--- src/rtl/fir_sym_mac.sv ---
// Symmetric odd-tap FIR with one time-shared multiplier and mirrored-tap pre-add.
// Define FIR_COEF_WR_EN to add the runtime shadow coefficient bank and commit port.
module fir_sym_mac #(
  parameter int unsigned DW        = 32,
  parameter int unsigned CW        = 32,
  parameter int unsigned NTAPS     = 9,
  parameter int unsigned COEF_FRAC = 31,
  parameter logic [((NTAPS+1)/2)*CW-1:0] COEFFS =
    {32'h4576BDA5, 32'h27EDC865, 32'hF7E3ED6A, 32'hE8AE5E05, 32'h0560B3C3}
) (
  input  logic                                 fclk,
  input  logic                                 reset,
  input  logic                                 clr,
  input  logic                                 in_valid,
  output logic                                 in_ready,
  input  logic [DW-1:0]                        in_data,
`ifdef FIR_COEF_WR_EN
  input  logic                                 coef_we,
  input  logic [$clog2((NTAPS+1)/2)-1:0]       coef_addr,
  input  logic [CW-1:0]                        coef_data,
  input  logic                                 coef_commit,
  output logic                                 coef_busy,
`endif
  output logic                                 out_valid,
  input  logic                                 out_ready,
  output logic [DW-1:0]                        out_data,
  output logic                                 out_sat
);

  localparam int unsigned NU   = (NTAPS + 1) / 2;
  localparam int unsigned KW   = $clog2(NU);
  localparam int unsigned PW   = DW + CW + 1;
  localparam int unsigned ACCW = PW + KW;
  localparam logic [ACCW-1:0] RND = (ACCW'(1) << COEF_FRAC) >> 1;

  typedef enum logic [1:0] {StIdle, StMac, StRound, StOut} state_e;

  state_e                      r_state, w_state_next;
  logic [NTAPS-1:0][DW-1:0]    r_x;
  logic signed [ACCW-1:0]      r_acc;
  logic [KW-1:0]               r_k;
  logic [DW-1:0]               r_out;
  logic                        r_sat;
  logic [NU*CW-1:0]            w_coef;
  logic                        w_accept;
  logic signed [DW-1:0]        w_xa, w_xb;
  logic signed [CW-1:0]        w_c;
  logic signed [DW:0]          w_pre;
  logic signed [PW-1:0]        w_prod;
  logic signed [ACCW-1:0]      w_prod_ext, w_rsum, w_shift;
  logic                        w_fits;
  logic [DW-1:0]               w_res;

  assign w_accept = in_valid & in_ready;

  always_ff @(posedge fclk or posedge reset) begin
    if (reset) r_state <= StIdle;
    else       r_state <= w_state_next;
  end

  always_comb begin
    w_state_next = r_state;
    unique case (r_state)
      StIdle:  if (w_accept) w_state_next = StMac;
      StMac:   if (r_k == KW'(NU - 1)) w_state_next = StRound;
      StRound: w_state_next = StOut;
      StOut:   if (out_ready) w_state_next = StIdle;
      default: w_state_next = StIdle;
    endcase
    if (clr) w_state_next = StIdle;
  end

  always_comb begin
    in_ready  = (r_state == StIdle) & ~clr;
    out_valid = (r_state == StOut);
  end

  // Tap selection: centre tap has no mirror partner.
  always_comb begin
    w_xa = '0;
    w_xb = '0;
    w_c  = '0;
    for (int k = 0; k < NU; k++) begin
      if (r_k == KW'(k)) begin
        w_xa = r_x[k];
        w_c  = w_coef[k*CW +: CW];
        if (k != NU - 1) w_xb = r_x[NTAPS-1-k];
      end
    end
  end

  assign w_pre      = {w_xa[DW-1], w_xa} + {w_xb[DW-1], w_xb};
  assign w_prod     = w_pre * w_c;
  assign w_prod_ext = {{(ACCW-PW){w_prod[PW-1]}}, w_prod};
  assign w_rsum     = r_acc + $signed(RND);
  assign w_shift    = w_rsum >>> COEF_FRAC;
  assign w_fits     = (w_shift[ACCW-1:DW-1] == '0) || (w_shift[ACCW-1:DW-1] == '1);
  assign w_res      = w_fits ? w_shift[DW-1:0] :
                      (w_shift[ACCW-1] ? {1'b1, {(DW-1){1'b0}}} : {1'b0, {(DW-1){1'b1}}});

  always_ff @(posedge fclk or posedge reset) begin
    if (reset) begin
      r_x   <= '0;
      r_acc <= '0;
      r_k   <= '0;
      r_out <= '0;
      r_sat <= 1'b0;
    end else if (clr) begin
      r_x   <= '0;
      r_acc <= '0;
      r_k   <= '0;
    end else begin
      if (w_accept) begin
        r_x   <= {r_x[NTAPS-2:0], in_data};
        r_acc <= '0;
        r_k   <= '0;
      end
      if (r_state == StMac) begin
        r_acc <= r_acc + w_prod_ext;
        r_k   <= r_k + KW'(1);
      end
      if (r_state == StRound) begin
        r_out <= w_res;
        r_sat <= ~w_fits;
      end
    end
  end

  assign out_data = r_out;
  assign out_sat  = r_sat;

`ifdef FIR_COEF_WR_EN
  logic [NU*CW-1:0] r_coef, r_shadow;
  logic             r_busy;
  logic             w_copy;

  // Copy only from IDLE without an accept, so the active bank is frozen through MAC.
  assign w_copy = r_busy && (r_state == StIdle) && !w_accept;

  always_ff @(posedge fclk or posedge reset) begin
    if (reset) begin
      r_coef   <= COEFFS;
      r_shadow <= COEFFS;
      r_busy   <= 1'b0;
    end else begin
      for (int k = 0; k < NU; k++) begin
        if (coef_we && (coef_addr == KW'(k))) r_shadow[k*CW +: CW] <= coef_data;
      end
      if (w_copy) r_coef <= r_shadow;
      if (coef_commit)  r_busy <= 1'b1;
      else if (w_copy)  r_busy <= 1'b0;
    end
  end

  assign w_coef    = r_coef;
  assign coef_busy = r_busy;
`else
  assign w_coef = COEFFS;
`endif

endmodule

--- config.mk ---
export PLATFORM = sky130hd
export DESIGN_NAME = fir_sym_mac
export DESIGN_NICKNAME = d
export VERILOG_FILES = /design/src/rtl/fir_sym_mac.sv
export SDC_FILE = /design/constraint.sdc
export NUM_CORES = 2
export LEC_CHECK = 0
export BUFFER_PORTS_ARGS = -buffer_cell sky130_fd_sc_hd__buf_2
export CAP_MARGIN = 10
export CELL_PAD_IN_SITES_DETAIL_PLACEMENT = 1
export CELL_PAD_IN_SITES_GLOBAL_PLACEMENT = 1
export CORE_UTILIZATION = 53
export CTS_BUF_LIST = sky130_fd_sc_hd__clkbuf_2 sky130_fd_sc_hd__clkbuf_4 sky130_fd_sc_hd__clkbuf_8
export CTS_CLUSTER_SIZE = 12
export DETAILED_ROUTE_END_ITERATION = 8
export PLACE_DENSITY_LB_ADDON = 0.05
export SLEW_MARGIN = 15
export SYNTH_ARGS = -nofsm -noshare
export SYNTH_HDL_FRONTEND = slang
export SYNTH_SLANG_ARGS = --single-unit
--- constraint.sdc ---
create_clock -name fclk -period 16.9 [get_ports fclk]
set_clock_uncertainty 0.1 [all_clocks]
set_input_delay 4.225 -clock fclk [delete_from_list [all_inputs] [get_ports fclk]]
set_output_delay 4.225 -clock fclk [all_outputs]
set_load 0.02 [all_outputs]
==> flow_metrics.py <==
metrics = {
    "floorplanning": {
        "initial_core_util": 0.537,
        "row_count": 121,
        "die_w_um": 335,
        "die-area_um2": 112000,
        "die_h_um": 335,
        "core_um2": 109000,
        "io_pins": 72,
    },
    "placed_design": {
        "dpl.hpwl_um": 173000,
        "gp_congestion": 1.02,
        "pre_cts_ws_ps": 2780,
        "port_buffers": 71,
    },
    "grt": {
        "antenna_found_initial": 8,
        "grt_start_max_net_pins": 155,
        "grt_remaining_overflow": 0,
        "grtUsageTotal": 0.397,
        "grt_pass1_vias": 51500,
        "grt_pass1_wl_um": 324000,
    },
    "detailed_routing": {
        "wl_per_cell_um": 26.9,
        "ant_nets": 0,
        "vias_per_cell": 5.82,
        "drt_iter0_drc": 3564,
        "vias": 46000,
        "wl_um": 213000,
        "dr.pass1.iters": 5,
        "drc": 0,
    },
    "clock_network": {
        "cts.reportedPaths.clkPinSlew_ps": 60,
        "cts_buffers": 78,
        "cts_buffer_depth": 3,
        "cts_setup_buffers": 0,
        "clockRootBuffer": "clkbuf_8",
        "ctsHoldBuffers": 0,
        "htreeDepth": 3,
        "clock_sinks": 394,
        "cts_resized": 0,
        "cts_tree": "yes",
        "clk_latency_ps": 850,
    },
    "worst_setup_path": {
        "crit_type": "register to register",
        "cpMostUsedCell": "fa_1",
        "crit_family": "adder cells",
        "reg2reg_depth": 45,
        "critPathSlowestCell": "xor2_1",
        "worst_r2r_startpoint": "r_k[2]",
        "crit_arrival_ps": 15020,
        "r2r_end": "r_acc[60]",
        "cp_slowest_stage_delay_ps": 870,
        "crit_required_ps": 17460,
        "startpoint_type": "register",
        "worst_setup_path_end_kind": "register",
        "rrSetupSlack_ps": 2440,
        "cp_max_fo": 49,
        "path_buf_inv": 10,
    },
    "timing": {
        "worst_slack_ps": 2440,
        "finalWorstPathRequiredPeriod_ps": 14460,
        "finalCritPeriodShare": 0.856,
        "rsz0062_at_grt": "false",
        "setup-tns-final_ps": 0,
        "slew_viol_final": 0,
        "fin_hold_ws_ps": 334,
        "hold_viol_final": 0,
        "relSlewSlack": 0.143,
        "worst_pin_slew_ps": 1280,
        "final-setup-viol-count": 0,
        "clock.fmax_mhz": 69.2,
    },
    "synthesis": {
        "synth_xor_area_frac": 0.0269,
        "synth-compound-area-share": 0.0951,
        "synth_warnings": 0,
        "seq_area_frac_synth": 0.168,
        "ys_ff_latch": 394,
        "yosys.area_share.simple": 0.137,
        "synth_top_area_cell": "fa_1",
        "avgSynthCellArea_um2": 9.17,
        "synthMuxAreaShare": 0.000170,
        "netlist_area_um2": 58700,
        "synthFlopType": "dfrtp_1",
        "synth_nets": 7944,
        "synthAdderAreaFrac": 0.469,
        "synth_area_leaders": "fa_1 (40%), dfrtp_1 (17%), inv_1 (8.5%)",
        "synth_top_area_frac": 0.396,
        "synth_edf_count": 0,
        "synth_cells": 6402,
        "synth.top_cells.by_count": "inv_1 (1323), fa_1 (1163), nand2_1 (839)",
        "synth_top_family_by_area": "adder cells",
        "synth-async-reset-ratio": 1.00,
        "synth_cell_types": 82,
        "post-synth-top-count-cell": "inv_1",
    },
    "layout": {
        "syn_to_final_growth_pct": 6.67,
        "fin_util": 0.573,
        "drive_gt1_frac": 0.0656,
        "nets": 7919,
    },
    "min_path": {
        "worstHoldPathType": "register to register",
        "holdPathStages": 2,
        "hold_start": "r_x[161]",
        "hold_path_end": "r_x[193]",
    },
    "flow_run": {
        "max_cap_viol_count": 0,
    },
    "outcome": {
        "outcome": "finished clean",
    },
}
-- worst register-to-register path: cells and delay by family (launching register included) --
family          cells  cell delay [ps]
buf+inv            10             1720
xor+xnor            2             1060
compound gates     16             3820
fa+ha+maj          12             5600
flops               1              640
simple gates        5             1340
-- layout make-up --
cell class                 instances  area (um2)
multi-input combinational       4389       43000
antenna                            4        10.0
fill                           12600       46700
clock buffer                     123        1480
clock inverter                    14         233
sequential                       394        9860
inverter                        1324        4980
timing repair buffer             190        1270
tap                             1476        1850
-- routing by layer --
layer / GRT usage / up-vias / routed length [um]
li1: - / 19400 / -
met1: 0.478 / 24000 / 79800
met2: 0.632 / 1836 / 98700
met3: 0.0685 / 719 / 14000
met4: 0.315 / 2 / 20600
met5: 0 / - / 7
-- stage by stage --
stage,cell area [um2],cells
after detailed placement,60900,7773
after global placement,60900,7773
after global routing,62600,7912
final,62700,7914
after floorplan,58700,6402
after CTS,62600,7910
-- cell usage in the layout, fill, tap and decap left out, types with 17 or more instances in the layout --
| cell | Yosys | layout |
|---|---|---|
| a31oi_1 | 18 | 17 |
| o31ai_1 | 47 | 46 |
| dfrtp_1 | 394 | 394 |
| nor2_1 | 466 | 460 |
| a22oi_1 | 21 | 21 |
| o22ai_1 | 46 | 46 |
| a21o_1 | 45 | 45 |
| o21bai_1 | 20 | 20 |
| xnor2_1 | 116 | 108 |
| clkbuf_8 | 0 | 89 |
| o21ai_0 | 401 | 401 |
| nor2b_1 | 19 | 17 |
| nand3_1 | 20 | 20 |
| buf_2 | 12 | 70 |
| and2_1 | 45 | 40 |
| nand4_1 | 23 | 23 |
| fa_1 | 1163 | 1163 |
| xor2_1 | 59 | 58 |
| buf_4 | 2 | 118 |
| clkbuf_4 | 0 | 34 |
| nand2b_1 | 305 | 303 |
| and3_1 | 25 | 25 |
| a21oi_1 | 130 | 128 |
| ha_1 | 342 | 342 |
| inv_1 | 1323 | 1322 |
| nand2_1 | 839 | 836 |
| or2_2 | 18 | 18 |
| a221oi_1 | 66 | 66 |
-- cell families after synthesis --
| logic type | count (synthesis) |
|---|---|
| AND/OR/NAND/NOR | 1806 |
| buffers and inverters | 1619 |
| adder cells (fa/ha/maj) | 1505 |
| AO/OA/AOI/OAI | 899 |
| flip-flops | 394 |
| XOR/XNOR | 178 |
| multiplexers | 1 |
-- how the worst max path moves through the flow --
stage	from	end	cells past startpoint
5_1_grt	r_k[2]	r_acc[60]	45
6_report	r_k[2]	r_acc[60]	45
4_1_cts	r_k[2]	r_acc[60]	45
2_1_floorplan	reset	out_data[0]	1
3_3_place_gp	r_k[2]	r_acc[66]	46
3_5_place_dp	r_k[2]	r_acc[60]	45
-- sequential cells by signal, indices dropped and copies added (netlist names) --
register  cells
out_data     32
r_k           3
r_state       2
r_x         288
out_sat       1
r_acc        68
Power is not shown: default switching activity piles up to over one toggle a cycle in this logic, so the estimate is an artifact.
